## src/rtl/labs_range_search.sv

```systemverilog
// rtl/labs_range_search.sv - LABS range search engine
//
// Sweeps binary sequences cur = start, start+stride, ... <= end. For each candidate
// it accumulates the aperiodic-autocorrelation energy E = sum_k C_k^2 (one lag per
// cycle) and keeps the minimum. In mode 1 it stops at the first E <= threshold.
//
// Ports:
//   wb_clk_i, wb_rst_ni     clock, asynchronous active-low reset
//   start_i, abort_i        launch (IDLE only) / cancel a search
//   cfg_mode_i              0 = full-range minimum, 1 = stop at first E <= cfg_thresh_i
//   cfg_start_i/end_i       inclusive candidate range
//   cfg_stride_i            increment (0 behaves as 1)
//   cfg_thresh_i            mode-1 threshold
//   busy_o, done_o          searching / one-cycle completion pulse
//   found_o                 mode-1 hit
//   best_seq_o, best_e_o    best (or first-hit) sequence and its energy
//   eval_cnt_o              candidates fully evaluated in this run
module labs_range_search #(
  parameter int SEQ_WIDTH = 16,
  parameter int E_WIDTH   = 16
) (
  input  logic                 wb_clk_i,
  input  logic                 wb_rst_ni,
  input  logic                 start_i,
  input  logic                 abort_i,
  input  logic                 cfg_mode_i,
  input  logic [SEQ_WIDTH-1:0] cfg_start_i,
  input  logic [SEQ_WIDTH-1:0] cfg_end_i,
  input  logic [SEQ_WIDTH-1:0] cfg_stride_i,
  input  logic [E_WIDTH-1:0]   cfg_thresh_i,
  output logic                 busy_o,
  output logic                 done_o,
  output logic                 found_o,
  output logic [SEQ_WIDTH-1:0] best_seq_o,
  output logic [E_WIDTH-1:0]   best_e_o,
  output logic [SEQ_WIDTH:0]   eval_cnt_o
);

  localparam int KW  = $clog2(SEQ_WIDTH) + 1;
  localparam int SQW = 2 * KW;
  // Sum width leaves one spare bit above both operands so saturation can be detected.
  localparam int SW  = ((E_WIDTH > SQW) ? E_WIDTH : SQW) + 1;
  localparam logic [E_WIDTH-1:0] E_MAX  = '1;
  localparam logic [KW-1:0]      K_LAST = KW'(SEQ_WIDTH - 1);

  typedef enum logic [1:0] {S_IDLE, S_EVAL, S_UPDATE, S_DONE} state_t;

  state_t               state_q, state_d;
  logic [SEQ_WIDTH-1:0] cur_q, cur_d;
  logic [SEQ_WIDTH-1:0] end_q, end_d;
  logic [SEQ_WIDTH-1:0] stride_q, stride_d;
  logic [E_WIDTH-1:0]   thresh_q, thresh_d;
  logic                 mode_q, mode_d;
  logic [KW-1:0]        k_q, k_d;
  logic [E_WIDTH-1:0]   acc_q, acc_d;
  logic [SEQ_WIDTH-1:0] best_seq_q, best_seq_d;
  logic [E_WIDTH-1:0]   best_e_q, best_e_d;
  logic                 found_q, found_d;
  logic [SEQ_WIDTH:0]   eval_cnt_q, eval_cnt_d;

  // Correlation term for the current lag k:
  // C_k = (N-k) - 2 * (number of disagreeing pairs s_i, s_{i+k}).
  logic [SEQ_WIDTH-1:0] mask;
  logic [SEQ_WIDTH-1:0] diff;
  int                   pop;
  int                   c_int;
  int                   c_abs;
  logic [SW-1:0]        sq;
  logic [SW-1:0]        sum;
  logic [E_WIDTH-1:0]   acc_next;

  always_comb begin
    for (int i = 0; i < SEQ_WIDTH; i++) begin
      mask[i] = (i < (SEQ_WIDTH - int'(k_q)));
    end
    diff     = (cur_q ^ (cur_q >> k_q)) & mask;
    pop      = $countones(diff);
    c_int    = (SEQ_WIDTH - int'(k_q)) - 2 * pop;
    c_abs    = (c_int < 0) ? -c_int : c_int;
    sq       = SW'(c_abs * c_abs);
    sum      = SW'(acc_q) + sq;
    acc_next = (sum > SW'(E_MAX)) ? E_MAX : sum[E_WIDTH-1:0];
  end

  // Next candidate carries one extra bit so a range ending at all-ones cannot wrap.
  logic [SEQ_WIDTH:0] nxt;
  logic               past_end;
  logic               hit;

  assign nxt      = {1'b0, cur_q} + {1'b0, stride_q};
  assign past_end = nxt > {1'b0, end_q};
  assign hit      = mode_q && (acc_q <= thresh_q);

  always_comb begin
    state_d    = state_q;
    cur_d      = cur_q;
    end_d      = end_q;
    stride_d   = stride_q;
    thresh_d   = thresh_q;
    mode_d     = mode_q;
    k_d        = k_q;
    acc_d      = acc_q;
    best_seq_d = best_seq_q;
    best_e_d   = best_e_q;
    found_d    = found_q;
    eval_cnt_d = eval_cnt_q;
    unique case (state_q)
      S_IDLE: begin
        if (start_i && !abort_i) begin
          cur_d      = cfg_start_i;
          end_d      = cfg_end_i;
          stride_d   = (cfg_stride_i == '0) ? SEQ_WIDTH'(1) : cfg_stride_i;
          thresh_d   = cfg_thresh_i;
          mode_d     = cfg_mode_i;
          k_d        = KW'(1);
          acc_d      = '0;
          best_seq_d = '0;
          best_e_d   = E_MAX;
          found_d    = 1'b0;
          eval_cnt_d = '0;
          state_d    = (cfg_end_i < cfg_start_i) ? S_DONE : S_EVAL;
        end
      end
      S_EVAL: begin
        if (abort_i) begin
          state_d = S_IDLE;
        end else begin
          acc_d = acc_next;
          if (k_q == K_LAST) begin
            k_d     = KW'(1);
            state_d = S_UPDATE;
          end else begin
            k_d = k_q + KW'(1);
          end
        end
      end
      S_UPDATE: begin
        if (abort_i) begin
          state_d = S_IDLE;
        end else begin
          eval_cnt_d = eval_cnt_q + 1'b1;
          // Strict compare: on ties the earlier candidate stays best.
          if (hit || (acc_q < best_e_q)) begin
            best_seq_d = cur_q;
            best_e_d   = acc_q;
          end
          if (hit) begin
            found_d = 1'b1;
            state_d = S_DONE;
          end else if (past_end) begin
            state_d = S_DONE;
          end else begin
            cur_d   = nxt[SEQ_WIDTH-1:0];
            acc_d   = '0;
            state_d = S_EVAL;
          end
        end
      end
      S_DONE: begin
        state_d = S_IDLE;
      end
      default: begin
        state_d = S_IDLE;
      end
    endcase
  end

  always_ff @(posedge wb_clk_i or negedge wb_rst_ni) begin
    if (!wb_rst_ni) begin
      state_q    <= S_IDLE;
      cur_q      <= '0;
      end_q      <= '0;
      stride_q   <= '0;
      thresh_q   <= '0;
      mode_q     <= 1'b0;
      k_q        <= KW'(1);
      acc_q      <= '0;
      best_seq_q <= '0;
      best_e_q   <= E_MAX;
      found_q    <= 1'b0;
      eval_cnt_q <= '0;
    end else begin
      state_q    <= state_d;
      cur_q      <= cur_d;
      end_q      <= end_d;
      stride_q   <= stride_d;
      thresh_q   <= thresh_d;
      mode_q     <= mode_d;
      k_q        <= k_d;
      acc_q      <= acc_d;
      best_seq_q <= best_seq_d;
      best_e_q   <= best_e_d;
      found_q    <= found_d;
      eval_cnt_q <= eval_cnt_d;
    end
  end

  assign busy_o     = (state_q == S_EVAL) || (state_q == S_UPDATE);
  assign done_o     = (state_q == S_DONE);
  assign found_o    = found_q;
  assign best_seq_o = best_seq_q;
  assign best_e_o   = best_e_q;
  assign eval_cnt_o = eval_cnt_q;

endmodule

```

## config.mk

```make
export PLATFORM = sky130hd
export DESIGN_NAME = labs_range_search
export DESIGN_NICKNAME = d
export VERILOG_FILES = /design/src/rtl/labs_range_search.sv
export SDC_FILE = /design/constraint.sdc
export NUM_CORES = 1
export LEC_CHECK = 0
export CORE_ASPECT_RATIO = 0.5
export CORE_UTILIZATION = 40
export CTS_BUF_LIST = sky130_fd_sc_hd__clkbuf_8
export DETAILED_ROUTE_END_ITERATION = 6
export SKIP_LAST_GASP = 1
export SYNTH_ARGS = -nofsm -noshare
export SYNTH_HDL_FRONTEND = slang
export SYNTH_SLANG_ARGS = --single-unit
```

## constraint.sdc

```tcl
create_clock -name wb_clk_i -period 13.31 [get_ports wb_clk_i]
set_input_delay 2.662 -clock wb_clk_i [delete_from_list [all_inputs] [get_ports wb_clk_i]]
set_output_delay 2.662 -clock wb_clk_i [all_outputs]
set_load 0.05 [all_outputs]
```

Word level (Yosys, flattened, before mapping) --
Index checks and enable logic that the tools add are counted.
Cells by class: multiplexer cells 40, bitwise logic cells 2, $add $sub $neg 22, equal/unequal tests 12, shift-type cells 1, multiply operators 1, order comparisons 22, reduce and logical (&&, ||, !) cells 18
Operator list (count):
- $mux W16 | 16
- $pmux W16 S2 | 3
- $lt A5 B6 Y1 const A | 8
- $pmux W16 S3 | 1
- $mux W17 | 2
- $pmux W17 S2 | 1
- $lt A16 B16 Y1 | 2
- $mul A32 B32 Y17 | 1
- $mux W32 | 1
- $neg A8 Y32 | 1
- $lt A4 B6 Y1 const A | 4
- $add A16 B16 Y17 | 1
- $add A16 B17 Y17 | 1
- $add A17 B1 Y17 const B | 1
- $gt A17 B16 Y1 | 1
- $gt A17 B16 Y1 const B | 1
- $add A1 B1 Y2 | 8
- $and A16 B16 Y16 | 1
- $le A16 B16 Y1 | 1
- $logic_not A16 Y1 | 1
- $shr A16 B5 Y16 | 1
- $xor A16 B16 Y16 | 1
- $mux W5 | 3
- $mux W2 | 7
- other kinds (30) | 50
Storage, ports and cells: input port bits 69, register bits 138, output and inout port bits 52, logic and storage cells 130

Logic depth before layout (Yosys ltp) --
depth in word-level cells 16, depth in mapped cells 50, gate-level depth less buffers 47

Worst setup path before layout --
Ideal clock, no wire load.
path kind reg2reg, start point reg k_q[0], end point reg acc_q[10], stages on the path, launching flop included 46, data arrival time 11.936 ns, required time 13.232 ns, setup time 0.078 ns, path slack 1.296 ns, buffers on the path 3, cell sequence dfstp_2 > clkinv_1 > buf_1 > ha_1 > nand2_1 > nor2_1 > xnor2_1 > nand2_1 > o21ai_0 > a21oi_1 > fa_1 > inv_1 > fa_1 > fa_1 > fa_1 > inv_1 > ha_1 > fa_1 > [10 not listed] > o21a_1 > ha_1 > a31o_2 > fa_1 > ha_1 > fa_1 > fa_1 > inv_1 > fa_1 > inv_1 > ha_1 > or4_1 > a221oi_1 > o21ai_1 > xnor2_1 > buf_2 > nor2_1 > o2bb2ai_1
On the way: word-level cells in the longest chain between the ends 16
RTL lines:
- start, declared | RTL line 54 | logic [KW-1:0] k_q, k_d;
- start signal, assigned | RTL line 189 | k_q <= k_d;
- $sub A5 B5 Y6 or $shr A16 B5 Y16 (tied branches) | RTL line 74, 78, 76
- $lt A1 B6 Y1 (tied with other cells) | RTL line 74 | mask[i] = (i < (SEQ_WIDTH - int'(k_q)));
- $and A16 B16 Y16 | RTL line 76 | diff = (cur_q ^ (cur_q >> k_q)) & mask;
- $add A1 B1 Y2 (not written as such) | RTL line 77 | pop = $countones(diff);
- $add A2 B2 Y3 (not written as such) | RTL line 77
- $add A3 B3 Y4 (not written as such) | RTL line 77
- $add A4 B4 Y5 (not written as such) | RTL line 77
- $sub A6 B7 Y8 (*) | RTL line 78 | c_int = (SEQ_WIDTH - int'(k_q)) - 2 * pop;
- $neg A8 Y32 or $lt A8 B1 Y1 (tied branches) | RTL line 79 | c_abs = (c_int < 0) ? -c_int : c_int;
- $mux W32 (*) | RTL line 79
- $mul A32 B32 Y17 (*) | RTL line 80 | sq = SW'(c_abs * c_abs);
- $add A16 B17 Y17 (*) | RTL line 81 | sum = SW'(acc_q) + sq;
- $gt A17 B16 Y1 | RTL line 82 | acc_next = (sum > SW'(E_MAX)) ? E_MAX : sum[E_WIDTH-1:0];
- $mux W16 (*) | RTL line 82
- $mux W16 (*) | RTL line 125 | if (abort_i) begin
- $pmux W16 S3 (*) | RTL line 107 | unique case (state_q)
- end signal, assigned | RTL line 177 | acc_q <= '0;
- end signal, assigned | RTL line 190 | acc_q <= acc_d;
- end, declared | RTL line 55 | logic [E_WIDTH-1:0] acc_q, acc_d;
Mark *: on every way between the ends. The rest lies on a longest branch, timed or not. The select of a mux whose other input is x is not followed. A chain may end at the register's enable or synchronous reset.

Worst setup path in the final report --
start point reg k_q[0], end point reg acc_q[14]
The elaborated chain is that of the path after synthesis.

==> flow_metrics.tcl <==
set metrics [dict create \
    status "finished clean" \
    die_x_um 264 \
    finalHoldViolCount 0 \
    critPathMaxFanout 26 \
    path_class "flop to flop" \
    fillCellCount 3135 \
    ys_seq_area_frac 0.254 \
    min_path_cells 1 \
    dp_hpwl_mm 27.9 \
    dr.first_iter.drc_count 656 \
    regToRegSetupSlack_ps 840 \
    vias_per_cell 5.16 \
    ys_warn_count 0 \
    critical_path.most_common_cell "fa_1" \
    setup_violations 0 \
    async_flop_share 1.00 \
    slew_headroom 0.267 \
    final_cell_mix "inv_1, ha_1, dfrtp_1" \
    die_h_um 133 \
    grt_start_max_net_pins 81 \
    min_to "mode_q" \
    hold_buffers 0 \
    slew_violations 0 \
    routedWlPerCell_um 16.9 \
    period_share 0.937 \
    cap_violations 0 \
    cp.required_ps 13720 \
    antenna_found_initial 0 \
    path_clk_slew_ps 80 \
    drc 0 \
    synth-edff-count 0 \
    dieArea_um2 35100 \
    synth_cells 1446 \
    multiInputGateArea_um2 9400 \
    post_cts_buffers 0 \
    synthToLayoutAreaGrowth_pct 17.6 \
    postLayoutCellArea_um2 16100 \
    port_buffers 120 \
    syn-cell-area_um2 13700 \
    firstDrtPassIters 5 \
    placed_area_um2 15600 \
    grt.total_usage 0.210 \
    yosysUniqueCellTypes 74 \
    setup_ws_ps 844 \
    place_ws_ps 486 \
    reg2reg_from "k_q[0]" \
    num_antenna_cells 0 \
    clockBufferDepth 2 \
    fmax_mhz 80.2 \
    ant_nets 0 \
    grt_pass1_wl_mm 58.0 \
    ios 121 \
    cp.arrival_ps 12880 \
    htreeDepth 4 \
    skew_ps 12.3 \
    cpPeakStageDelay_ps 790 \
    grt_overflow 0 \
    gp_congestion 0.872 \
    drive_gt1_frac 0.0819 \
    cts_made_buffers 17 \
    yosys_register_bits 138 \
    wl_mm 35.1 \
    rsz0062_at_grt "no" \
    min_period_ps 12470 \
    min-delay-start "mode_q" \
    grt_pass1_vias 11600 \
    layout_commonest_cell "inv_1" \
    rows 47 \
    regArea_um2 3480 \
    synth_ff_type "dfrtp_1" \
    insertion_delay_ps 500 \
    nNetsFinal 1956 \
    end_kind "flop" \
    cts_tree "built" \
    crit_slowest_cell "dfstp_4" \
    startpoint_type "flop" \
    syn_avg_cell_area_um2 9.48 \
    hold_class "flop to flop" \
    start_util 0.410 \
    reg2reg_to "acc_q[14]" \
    cts-root-buf "clkbuf_8" \
    num_vias 10700 \
    setup-tns-final_ps 0 \
    clock-sinks 138 \
    worst_slew_pin_slew_ps 1100 \
    ff2ff_path_depth 45 \
    core-area_um2 33400 \
]
cell usage after synthesis, types with 34 or more instances:
| master | number | area (um^2) |
|---|---|---|
| xnor2_1 | 45 | 394 |
| dfrtp_1 | 121 | 3030 |
| o21ai_0 | 72 | 360 |
| xor2_1 | 34 | 298 |
| nand2_1 | 74 | 278 |
| a21oi_1 | 52 | 260 |
| ha_1 | 159 | 1990 |
| mux2_2 | 53 | 597 |
| inv_1 | 247 | 927 |
| nor2_1 | 105 | 394 |
| fa_1 | 105 | 2100 |
| mux2i_1 | 35 | 350 |
timing repair:
item,in CTS,in global routing
hold endpoints to repair,0,0
resized for setup,0,6
endpoints found under the setup margin,0,16
flip-flops by register name, indices dropped and copies added, names as in the netlist:
| register | cells |
|---|---|
| best_e_o | 16 |
| eval_cnt_o | 17 |
| mode_q | 1 |
| end_q | 16 |
| found_o | 1 |
| cur_q | 16 |
| k_q | 5 |
| state_q | 2 |
| thresh_q | 16 |
| stride_q | 16 |
| acc_q | 16 |
| best_seq_o | 16 |
logic make-up (layout without fill, tap and decap cells):
group	Yosys count	after routing	share of synthesized area
XOR/XNOR	79	79	0.0505
flip-flops	138	138	0.254
adder cells (fa/ha/maj)	265	265	0.299
AO/OA/AOI/OAI	298	298	0.149
multiplexers	88	88	0.0691
buffers and inverters	295	415	0.0814
AND/OR/NAND/NOR	281	281	0.0968
other	2	72	0.000548
cell type report:
cell class,count,area share
multi-input combinational,1083,0.583
clock buffer,17,0.0145
clock inverter,15,0.0139
sequential,138,0.216
timing repair buffer,133,0.0806
tap,441,0.0342
inverter,250,0.0582
per-layer routing:
metal	GRT usage	wire length, um	vias to the layer above
met3	0.0281	1100	61
met4	0.0704	756	0
met1	0.266	15800	5233
met2	0.369	17400	223
li1	-	-	5200
met5	0	0	-
worst max-delay path by stage:
stage,from,to,depth (start not counted)
2_1_floorplan,k_q[0],acc_q[10],45
3_3_place_gp,k_q[1],acc_q[3],45
3_5_place_dp,k_q[1],acc_q[6],45
4_1_cts,k_q[1],acc_q[14],45
5_1_grt,k_q[0],acc_q[6],46
6_report,k_q[0],acc_q[14],45
worst max-delay path: cells and delay by family (launching register included):
family	cells	cell delay (ps)
compound gates	8	1540
xor+xnor	4	1070
fa+ha+maj	15	6250
buf+inv	11	1010
flops	1	790
simple gates	7	1690
through the flow:
| step | utilization | cells | hold WS, ps |
|---|---|---|---|
| after floorplan | - | 1516 | 454 |
| after global placement | 0.468 | 2045 | 489 |
| after detailed placement | 0.468 | 2045 | 487 |
| after CTS | 0.482 | 2077 | 506 |
| after global routing | 0.483 | 2077 | 528 |
| final | 0.483 | 2077 | 505 |
Power is left out: the tool's default activity adds up to more than one toggle a clock period on the data nets, which glitch-free logic cannot reach.
